`src/rtl/jtframe_ddrload_pkg.sv`:
```
// Shared types and limits for the DDR ROM loader (jtframe_mr_ddrload and its FIFO).
package jtframe_ddrload_pkg;

    typedef enum logic [2:0] {
        StIdle,
        StReq,
        StRecv,
        StWroom,
        StFlush
    } state_e;

    localparam logic [28:0] DdrBaseDefault = 29'h0600_0000;
    localparam int unsigned BurstMin       = 1;
    localparam int unsigned BurstMax       = 128;

    // Length of the next request: a full burst, or whatever is left of the image.
    function automatic logic [7:0] burst_len(input logic [24:0] wleft, input logic [7:0] burst);
        return (wleft < {17'd0, burst}) ? wleft[7:0] : burst;
    endfunction

endpackage

```
`src/rtl/jtframe_ddrload_fifo.sv`:
```
// Single-clock synchronous FIFO with fall-through read data and a free-slot count.
module jtframe_ddrload_fifo #(
    parameter int unsigned Depth = 16,
    parameter int unsigned Width = 64
) (
    input  logic                           clk_i,
    input  logic                           rst_i,
    input  logic                           wr_i,
    input  logic [Width-1:0]               wdata_i,
    input  logic                           rd_i,
    output logic [Width-1:0]               rdata_o,
    output logic                           empty_o,
    output logic [$clog2(Depth + 1)-1:0]   free_o
);

    localparam int unsigned CntW = $clog2(Depth + 1);
    localparam int unsigned PtrW = (Depth > 1) ? $clog2(Depth) : 1;
    localparam logic [PtrW-1:0] LastPtr = PtrW'(Depth - 1);
    localparam logic [CntW-1:0] DepthCnt = CntW'(Depth);

    logic [Width-1:0] mem_q [Depth];
    logic [PtrW-1:0]  wptr_q, wptr_d;
    logic [PtrW-1:0]  rptr_q, rptr_d;
    logic [CntW-1:0]  cnt_q, cnt_d;
    logic             wr_en, rd_en, full;

    assign full    = (cnt_q == DepthCnt);
    assign empty_o = (cnt_q == '0);
    assign free_o  = DepthCnt - cnt_q;
    assign rdata_o = mem_q[rptr_q];
    assign wr_en   = wr_i & ~full;
    assign rd_en   = rd_i & ~empty_o;

    always_comb begin
        wptr_d = wptr_q;
        rptr_d = rptr_q;
        cnt_d  = cnt_q;
        if (wr_en) begin
            wptr_d = (wptr_q == LastPtr) ? '0 : wptr_q + 1'b1;
        end
        if (rd_en) begin
            rptr_d = (rptr_q == LastPtr) ? '0 : rptr_q + 1'b1;
        end
        if (wr_en && !rd_en) begin
            cnt_d = cnt_q + 1'b1;
        end else if (!wr_en && rd_en) begin
            cnt_d = cnt_q - 1'b1;
        end
    end

    always_ff @(posedge clk_i) begin
        if (rst_i) begin
            wptr_q <= '0;
            rptr_q <= '0;
            cnt_q  <= '0;
        end else begin
            wptr_q <= wptr_d;
            rptr_q <= rptr_d;
            cnt_q  <= cnt_d;
        end
    end

    always_ff @(posedge clk_i) begin
        if (wr_en) begin
            mem_q[wptr_q] <= wdata_i;
        end
    end

endmodule

```
`src/rtl/jtframe_mr_ddrload.sv`:
```
// Fast MiSTer ROM loader: bursts an image out of DDR and replays it on the prog_* byte bus.
// Define JTFRAME_DDRLOAD_CHKSUM_EN to accumulate an additive checksum of delivered bytes.
module jtframe_mr_ddrload
    import jtframe_ddrload_pkg::*;
#(
    parameter int unsigned BURST    = 8,
    parameter logic [28:0] DDR_BASE = DdrBaseDefault
) (
    input  logic        clk,
    input  logic        rst,
    input  logic        start,
    input  logic [26:0] len,
    output logic        downloading,
    output logic        done,
    output logic [7:0]  ddrld_burstcnt,
    output logic [28:0] ddrld_addr,
    output logic        ddrld_rd,
    output logic [7:0]  ddrld_be,
    input  logic        ddr_busy,
    input  logic [63:0] ddr_dout,
    input  logic        ddr_dout_ready,
    output logic [26:0] prog_addr,
    output logic [7:0]  prog_data,
    output logic        prog_we,
    input  logic        prog_rdy,
    output logic [15:0] chksum
);

    localparam int unsigned BurstEff  = (BURST < BurstMin) ? BurstMin :
                                        (BURST > BurstMax) ? BurstMax : BURST;
    localparam int unsigned FifoDepth = 2 * BurstEff;
    localparam int unsigned CntW      = $clog2(FifoDepth + 1);
    localparam logic [7:0]      BurstLen    = 8'(BurstEff);
    localparam logic [CntW-1:0] FreeReq     = CntW'(BurstEff);
    localparam logic [CntW-1:0] FreeAfterWr = CntW'(BurstEff + 1);

    state_e      state_q, state_d;
    logic [26:0] len_q, len_d;
    logic [24:0] wleft_q, wleft_d;
    logic [28:0] raddr_q, raddr_d;
    logic [7:0]  burst_q, burst_d;
    logic [7:0]  beats_q, beats_d;
    logic        dl_q, dl_d;
    logic        done_q, done_d;
    logic [63:0] word_q, word_d;
    logic        word_vld_q, word_vld_d;
    logic [26:0] prog_addr_q, prog_addr_d;

    logic            fifo_wr, fifo_rd, fifo_empty;
    logic [63:0]     fifo_rdata;
    logic [CntW-1:0] fifo_free;

    logic        start_ok, accept, byte_last, word_end, last_beat;
    logic [27:0] len_rnd;
    logic [24:0] len_words;
    logic [7:0]  burst_now;

    assign len_rnd   = {1'b0, len} + 28'd7;
    assign len_words = len_rnd[27:3];
    assign burst_now = burst_len(wleft_q, BurstLen);

    assign start_ok  = start & ~dl_q & (state_q == StIdle);
    // Beats arriving outside RECV are stale (e.g. a burst cut short by reset).
    assign fifo_wr   = ddr_dout_ready & (state_q == StRecv);
    assign last_beat = fifo_wr & ((beats_q + 8'd1) == burst_q);

    assign accept    = word_vld_q & prog_rdy;
    assign byte_last = (prog_addr_q + 27'd1) == len_q;
    assign word_end  = accept & ((&prog_addr_q[2:0]) | byte_last);
    // Refill in the same cycle the last byte of a word goes out to keep 1 byte/cycle.
    assign fifo_rd   = dl_q & ~fifo_empty & (~word_vld_q | word_end);

    jtframe_ddrload_fifo #(
        .Depth (FifoDepth),
        .Width (64)
    ) u_fifo (
        .clk_i   (clk),
        .rst_i   (rst),
        .wr_i    (fifo_wr),
        .wdata_i (ddr_dout),
        .rd_i    (fifo_rd),
        .rdata_o (fifo_rdata),
        .empty_o (fifo_empty),
        .free_o  (fifo_free)
    );

    always_comb begin
        state_d     = state_q;
        len_d       = len_q;
        wleft_d     = wleft_q;
        raddr_d     = raddr_q;
        burst_d     = burst_q;
        beats_d     = beats_q;
        dl_d        = dl_q;
        done_d      = 1'b0;
        word_d      = word_q;
        word_vld_d  = word_vld_q;
        prog_addr_d = prog_addr_q;

        if (accept) begin
            prog_addr_d = prog_addr_q + 27'd1;
        end
        if (fifo_rd) begin
            word_d     = fifo_rdata;
            word_vld_d = 1'b1;
        end else if (word_end) begin
            word_vld_d = 1'b0;
        end

        case (state_q)
            StIdle: begin
                if (start_ok) begin
                    len_d       = len;
                    wleft_d     = len_words;
                    raddr_d     = DDR_BASE;
                    prog_addr_d = '0;
                    word_vld_d  = 1'b0;
                    if (len != '0) begin
                        state_d = StReq;
                        dl_d    = 1'b1;
                    end else begin
                        done_d  = 1'b1;
                    end
                end
            end
            StReq: begin
                if (!ddr_busy) begin
                    raddr_d = raddr_q + {21'd0, burst_now};
                    wleft_d = wleft_q - {17'd0, burst_now};
                    burst_d = burst_now;
                    beats_d = '0;
                    state_d = StRecv;
                end
            end
            StRecv: begin
                if (fifo_wr) begin
                    beats_d = beats_q + 8'd1;
                end
                if (last_beat) begin
                    if (wleft_q == '0) begin
                        state_d = StFlush;
                    end else if (fifo_free >= FreeAfterWr) begin
                        state_d = StReq;
                    end else begin
                        state_d = StWroom;
                    end
                end
            end
            StWroom: begin
                if (fifo_free >= FreeReq) begin
                    state_d = StReq;
                end
            end
            StFlush: begin
                if (accept && byte_last) begin
                    state_d = StIdle;
                    dl_d    = 1'b0;
                    done_d  = 1'b1;
                end
            end
            default: begin
                state_d = StIdle;
            end
        endcase
    end

    always_ff @(posedge clk) begin
        if (rst) begin
            state_q     <= StIdle;
            len_q       <= '0;
            wleft_q     <= '0;
            raddr_q     <= DDR_BASE;
            burst_q     <= '0;
            beats_q     <= '0;
            dl_q        <= 1'b0;
            done_q      <= 1'b0;
            word_q      <= '0;
            word_vld_q  <= 1'b0;
            prog_addr_q <= '0;
        end else begin
            state_q     <= state_d;
            len_q       <= len_d;
            wleft_q     <= wleft_d;
            raddr_q     <= raddr_d;
            burst_q     <= burst_d;
            beats_q     <= beats_d;
            dl_q        <= dl_d;
            done_q      <= done_d;
            word_q      <= word_d;
            word_vld_q  <= word_vld_d;
            prog_addr_q <= prog_addr_d;
        end
    end

    assign downloading    = dl_q;
    assign done           = done_q;
    assign ddrld_be       = 8'hFF;
    assign ddrld_addr     = raddr_q;
    assign ddrld_rd       = (state_q == StReq);
    assign ddrld_burstcnt = ddrld_rd ? burst_now : 8'd0;
    assign prog_addr      = prog_addr_q;
    assign prog_we        = word_vld_q;
    assign prog_data      = word_q[{prog_addr_q[2:0], 3'b000} +: 8];

`ifdef JTFRAME_DDRLOAD_CHKSUM_EN
    logic [15:0] chksum_q, chksum_d;

    always_comb begin
        chksum_d = chksum_q;
        if (start_ok) begin
            chksum_d = '0;
        end else if (accept) begin
            chksum_d = chksum_q + {8'd0, prog_data};
        end
    end

    always_ff @(posedge clk) begin
        if (rst) begin
            chksum_q <= '0;
        end else begin
            chksum_q <= chksum_d;
        end
    end

    assign chksum = chksum_q;
`else
    assign chksum = '0;
`endif

endmodule

```
`config.mk`:
```
export PLATFORM = sky130hd
export DESIGN_NAME = jtframe_mr_ddrload
export DESIGN_NICKNAME = d
export VERILOG_FILES = /design/src/rtl/jtframe_ddrload_pkg.sv /design/src/rtl/jtframe_ddrload_fifo.sv /design/src/rtl/jtframe_mr_ddrload.sv
export SDC_FILE = /design/constraint.sdc
export NUM_CORES = 2
export LEC_CHECK = 0
export CORE_AREA = 2 2 354 268
export CTS_BUF_LIST = sky130_fd_sc_hd__clkbuf_8
export DETAILED_ROUTE_END_ITERATION = 10
export DIE_AREA = 0 0 356 270
export PLACE_DENSITY = 0.76
export RECOVER_POWER = 50
export REMOVE_ABC_BUFFERS = 1
export SLEW_MARGIN = 20
export SYNTH_ARGS = -nofsm -noshare
export SYNTH_HDL_FRONTEND = slang
export SYNTH_HIERARCHICAL = 1
export SYNTH_SLANG_ARGS = --single-unit
```
`constraint.sdc`:
```
create_clock -name clk -period 8.6 [get_ports clk]
set_clock_uncertainty 0.1 [all_clocks]
set_input_delay 2.58 -clock clk [delete_from_list [all_inputs] [get_ports clk]]
set_output_delay 2.58 -clock clk [all_outputs]
set_load 0.03 [all_outputs]
```
==> impl_metrics.csv <==
group,metric,value,unit
sta,slew_viol_final,157,
cts,cts.sinks,1235,
cts,cts_resized,0,
floorplan,dieArea,96100,um2
synth,synth_edf_count,1024,
cts,cts_hold_buf,0,
place,place.gp.congestion,0.918,
global_routing,grt_use_met3,5.12,%
critical_path,cp_max_fo,35,
synth,synth_cell_types,85,
global_routing,grt_pass1_vias,28300,
global_routing,grt_use_met2,37.6,%
sta,max_freq,155,MHz
sta,setup_viol,0,
cells_and_area,drive_gt1_share,17.9,%
power_and_ir_drop,p_per_area,208,nW/um2
critical_path,slowest_stage,"and3_1",
sta,slew_headroom,-72.3,%
power_and_ir_drop,pwr-share-comb,5.7,%
cts,cts_setup_buffers,0,
cells_and_area,regArea,35000,um2
cts,htreeDepth,4,
critical_path,worstSetupPathType,"in2reg",
sta,rsz0062_at_grt,"no",
floorplan,dieWidth,356,um
critical_path,cp-end-kind,"flop",
drt,drc,0,
cts,clkTransAtPathRegs,0.06,ns
cts,cts_buffers,179,
synth,ys.flop_type,"edfxtp_1",
run,maxCapViolCount,4,
cells_and_area,fin_area,56800,um2
place,port-buffer-count,168,
drt,ant_nets,0,
outcome,status,"finished with violations",
power_and_ir_drop,switchingPower,2.73,mW
power_and_ir_drop,switching_share,23.2,%
hold_path,hp-class,"reg2reg",
power_and_ir_drop,p_int,9.06,mW
floorplan,rows,97,
critical_path,critical_path_buf_inv_count,3,
cells_and_area,layout.nets,3386,
cells_and_area,fin_util,61.2,%
global_routing,antenna_found_initial,23,
drt,drtPass1Iterations,6,
global_routing,grt_start_max_net_pins,168,
synth,synth_area,50600,um2
synth,syn_avg_cell_area,16.6,um2
critical_path,crit_chain,"dlygate4sd3_1 -> nand2_1 -> inv_1 -> nand2b_1 -> nor2_1 -> and3_1 -> buf_4",
sta,post-route-min-period,6.44,ns
sta,fin_crit_sh,74.9,%
power_and_ir_drop,pwr-share-seq,55.8,%
sta,worst_slew_pin_slew,2.58,ns
global_routing,met1_usage,34.7,%
cells_and_area,multi_input_area,14600,um2
floorplan,start_util,54.6,%
power_and_ir_drop,p_leak,18.0,nW
cts,cts_tree,"built",
global_routing,busiest_layer,"met2",
synth,synthArstFlopShare,0,%
cts,clk_latency,0.87,ns
critical_path,cp-start-kind,"primary input",
drt,drt_iter0_markers,2936,
power_and_ir_drop,vdd_drop_max,0.197,mV
synth,yosys_warnings,6,
drt,vias,28400,
place,placed_area,53300,um2
power_and_ir_drop,power,11.8,mW
cts,cts_root_buffer,"clkbuf_8",
sta,hold_viol_final,0,
global_routing,grt-ovfl-total,0,
cts,clk_path_buf_depth,3,
global_routing,grt.total_usage,24.3,%
floorplan,pin_count,197,
drt,vias_per_cell,6.10,
floorplan,core,92700,um2
critical_path,cp_top_family,"simple AND/OR/NAND/NOR gates",
cells_and_area,nFillCells,6598,
drt,routed_wl,116000,um
critical_path,crit_required,8.99,ns
floorplan,die_h,270,um
critical_path,worstPathArrival,6.83,ns
synth,synth-seq-cells,1235,
drt,routedWlPerCell,25.0,um
place,dp_hpwl,65500,um
global_routing,grt_pass1_wl,175000,um
power_and_ir_drop,clkPwrFrac,38.5,%
critical_path,cpPeakStageDelay,1.95,ns
sta,holdWs,0.368,ns
outcome,violations,"capacitance limit, slew limit",
synth,ys_seq_area_share,69.1,%
cells_and_area,synthToLayoutAreaGrowth,12.1,%
synth,synth_cells,3049,
==> layer usage <==
metal / share of wire, % / wire length, um
met4: 2.3 / 2720
met1: 41 / 47900
met2: 47 / 54900
met3: 9.1 / 10500
met5: 0.060 / 70
==> cells by family after synthesis <==
group | Yosys count | synth area share, %
buf+inv | 239 | 2.44
mux | 356 | 13.8
flops | 1235 | 69.1
compound gates | 350 | 4.66
simple gates | 728 | 7.39
fa+ha+maj | 27 | 0.699
other cells | 2 | 0.0148
xor+xnor | 112 | 1.94
==> metrics by stage <==
| step | std cells | setup TNS, ns | setup WS, ns |
|---|---|---|---|
| 6_report | 4651 | 0 | 2.16 |
| 5_1_grt | 4650 | 0 | 1.92 |
| 4_1_cts | 4646 | 0 | 2.23 |
| 3_5_place_dp | 4319 | 0 | 1.83 |
| 3_3_place_gp | 4319 | 0 | 1.87 |
| 2_1_floorplan | 2874 | -208.10 | -3.25 |
==> power groups by stage <==
stage	Combinational (mW)	Sequential, mW	Clock (mW)
final	0.670	6.58	4.54
after floorplan	0.399	6.71	0
after global placement	0.646	6.71	0
after global routing	0.728	6.59	4.89
after detailed placement	0.665	6.71	0
after CTS	0.669	6.58	4.64
==> path summary, 6_finish.rpt <==
kind	startpoint	slack (ns)	endpoint	cells after the start
min reg2reg	len_q[10]	0.37	len_q[10]	2
max reg2reg	prog_addr[2]	2.64	u_fifo/cnt_q[4]	15
min	len_q[10]	0.37	len_q[10]	2
max	ddr_dout_ready	2.16	u_fifo/mem_q[4][11]	7
==> Yosys cell counts (10+ instances only) <==
library cell / count / area, um2
clkbuf_1: 101 / 379
xor2_1: 44 / 385
a21oi_1: 94 / 470
mux2_2: 12 / 135
or4_1: 10 / 75.1
mux2i_1: 72 / 721
xnor2_1: 68 / 596
buf_2: 17 / 85.1
dfxtp_1: 211 / 4220
edfxtp_1: 1024 / 30700
nand4_1: 26 / 163
inv_1: 33 / 124
buf_4: 53 / 398
buf_1: 25 / 93.8
or3_1: 17 / 106
nor3_1: 41 / 205
nor4_1: 27 / 169
ha_1: 24 / 300
and3_1: 18 / 113
nand3_1: 38 / 190
o21ai_0: 41 / 205
and2_1: 21 / 131
nand2b_1: 137 / 857
a22oi_1: 137 / 1030
mux4_2: 272 / 6130
nand2_1: 209 / 785
nor2_1: 132 / 495
==> layout make-up <==
class	count	area share, %
diodes	5	0.0220
clock inverters	129	1.38
clock buffers	198	4.80
repair buffers	208	3.51
inverters	33	0.218
well taps	1237	2.73
flip-flops and latches	1235	61.6
multi-input cells	1606	25.7
==> cell usage in the layout (no fill, tap or decap), drive strengths merged, types with 41 or more instances in the layout <==
master	Yosys	layout
a21oi	96	96
mux4	272	272
a22oi	137	137
edfxtp	1024	1024
dlygate4sd3	0	67
xnor2	68	68
nand2b	137	137
nand2	209	209
clkdlybuf4s50	0	100
inv	33	101
clkbuf	101	205
nor3	41	41
mux2i	72	72
xor2	44	44
nor2	132	132
clkinv	0	51
dfxtp	211	211
o21ai	42	42
==> registers in the layout, summed over array words and instances, names as in the netlist, 3 cells and up, named ones only <==
register	flops
u_fifo/mem_q	1024
word_q	64
ddrld_addr	29
len_q	27
prog_addr	27
wleft_q	25
beats_q	8
burst_q	8
u_fifo/cnt_q	5
u_fifo/rptr_q	4
u_fifo/wptr_q	4
state_q	3
==> worst register-to-register path, cell delays in order (launching register included) <==
cell	delay (ns)
dfxtp_1	1.05
nand4_1	0.54
nor4_1	0.86
nand3_1	0.19
xnor2_1	0.17
a2111oi_0	0.57
nand4_2	0.37
a21oi_4	0.27
nand2b_1	0.18
ha_1	0.28
inv_1	0.15
ha_1	0.29
a21oi_1	0.20
a211oi_1	0.10
a31oi_1	0.19
mux2_2	0.35
(Power assumes the default switching activity.)
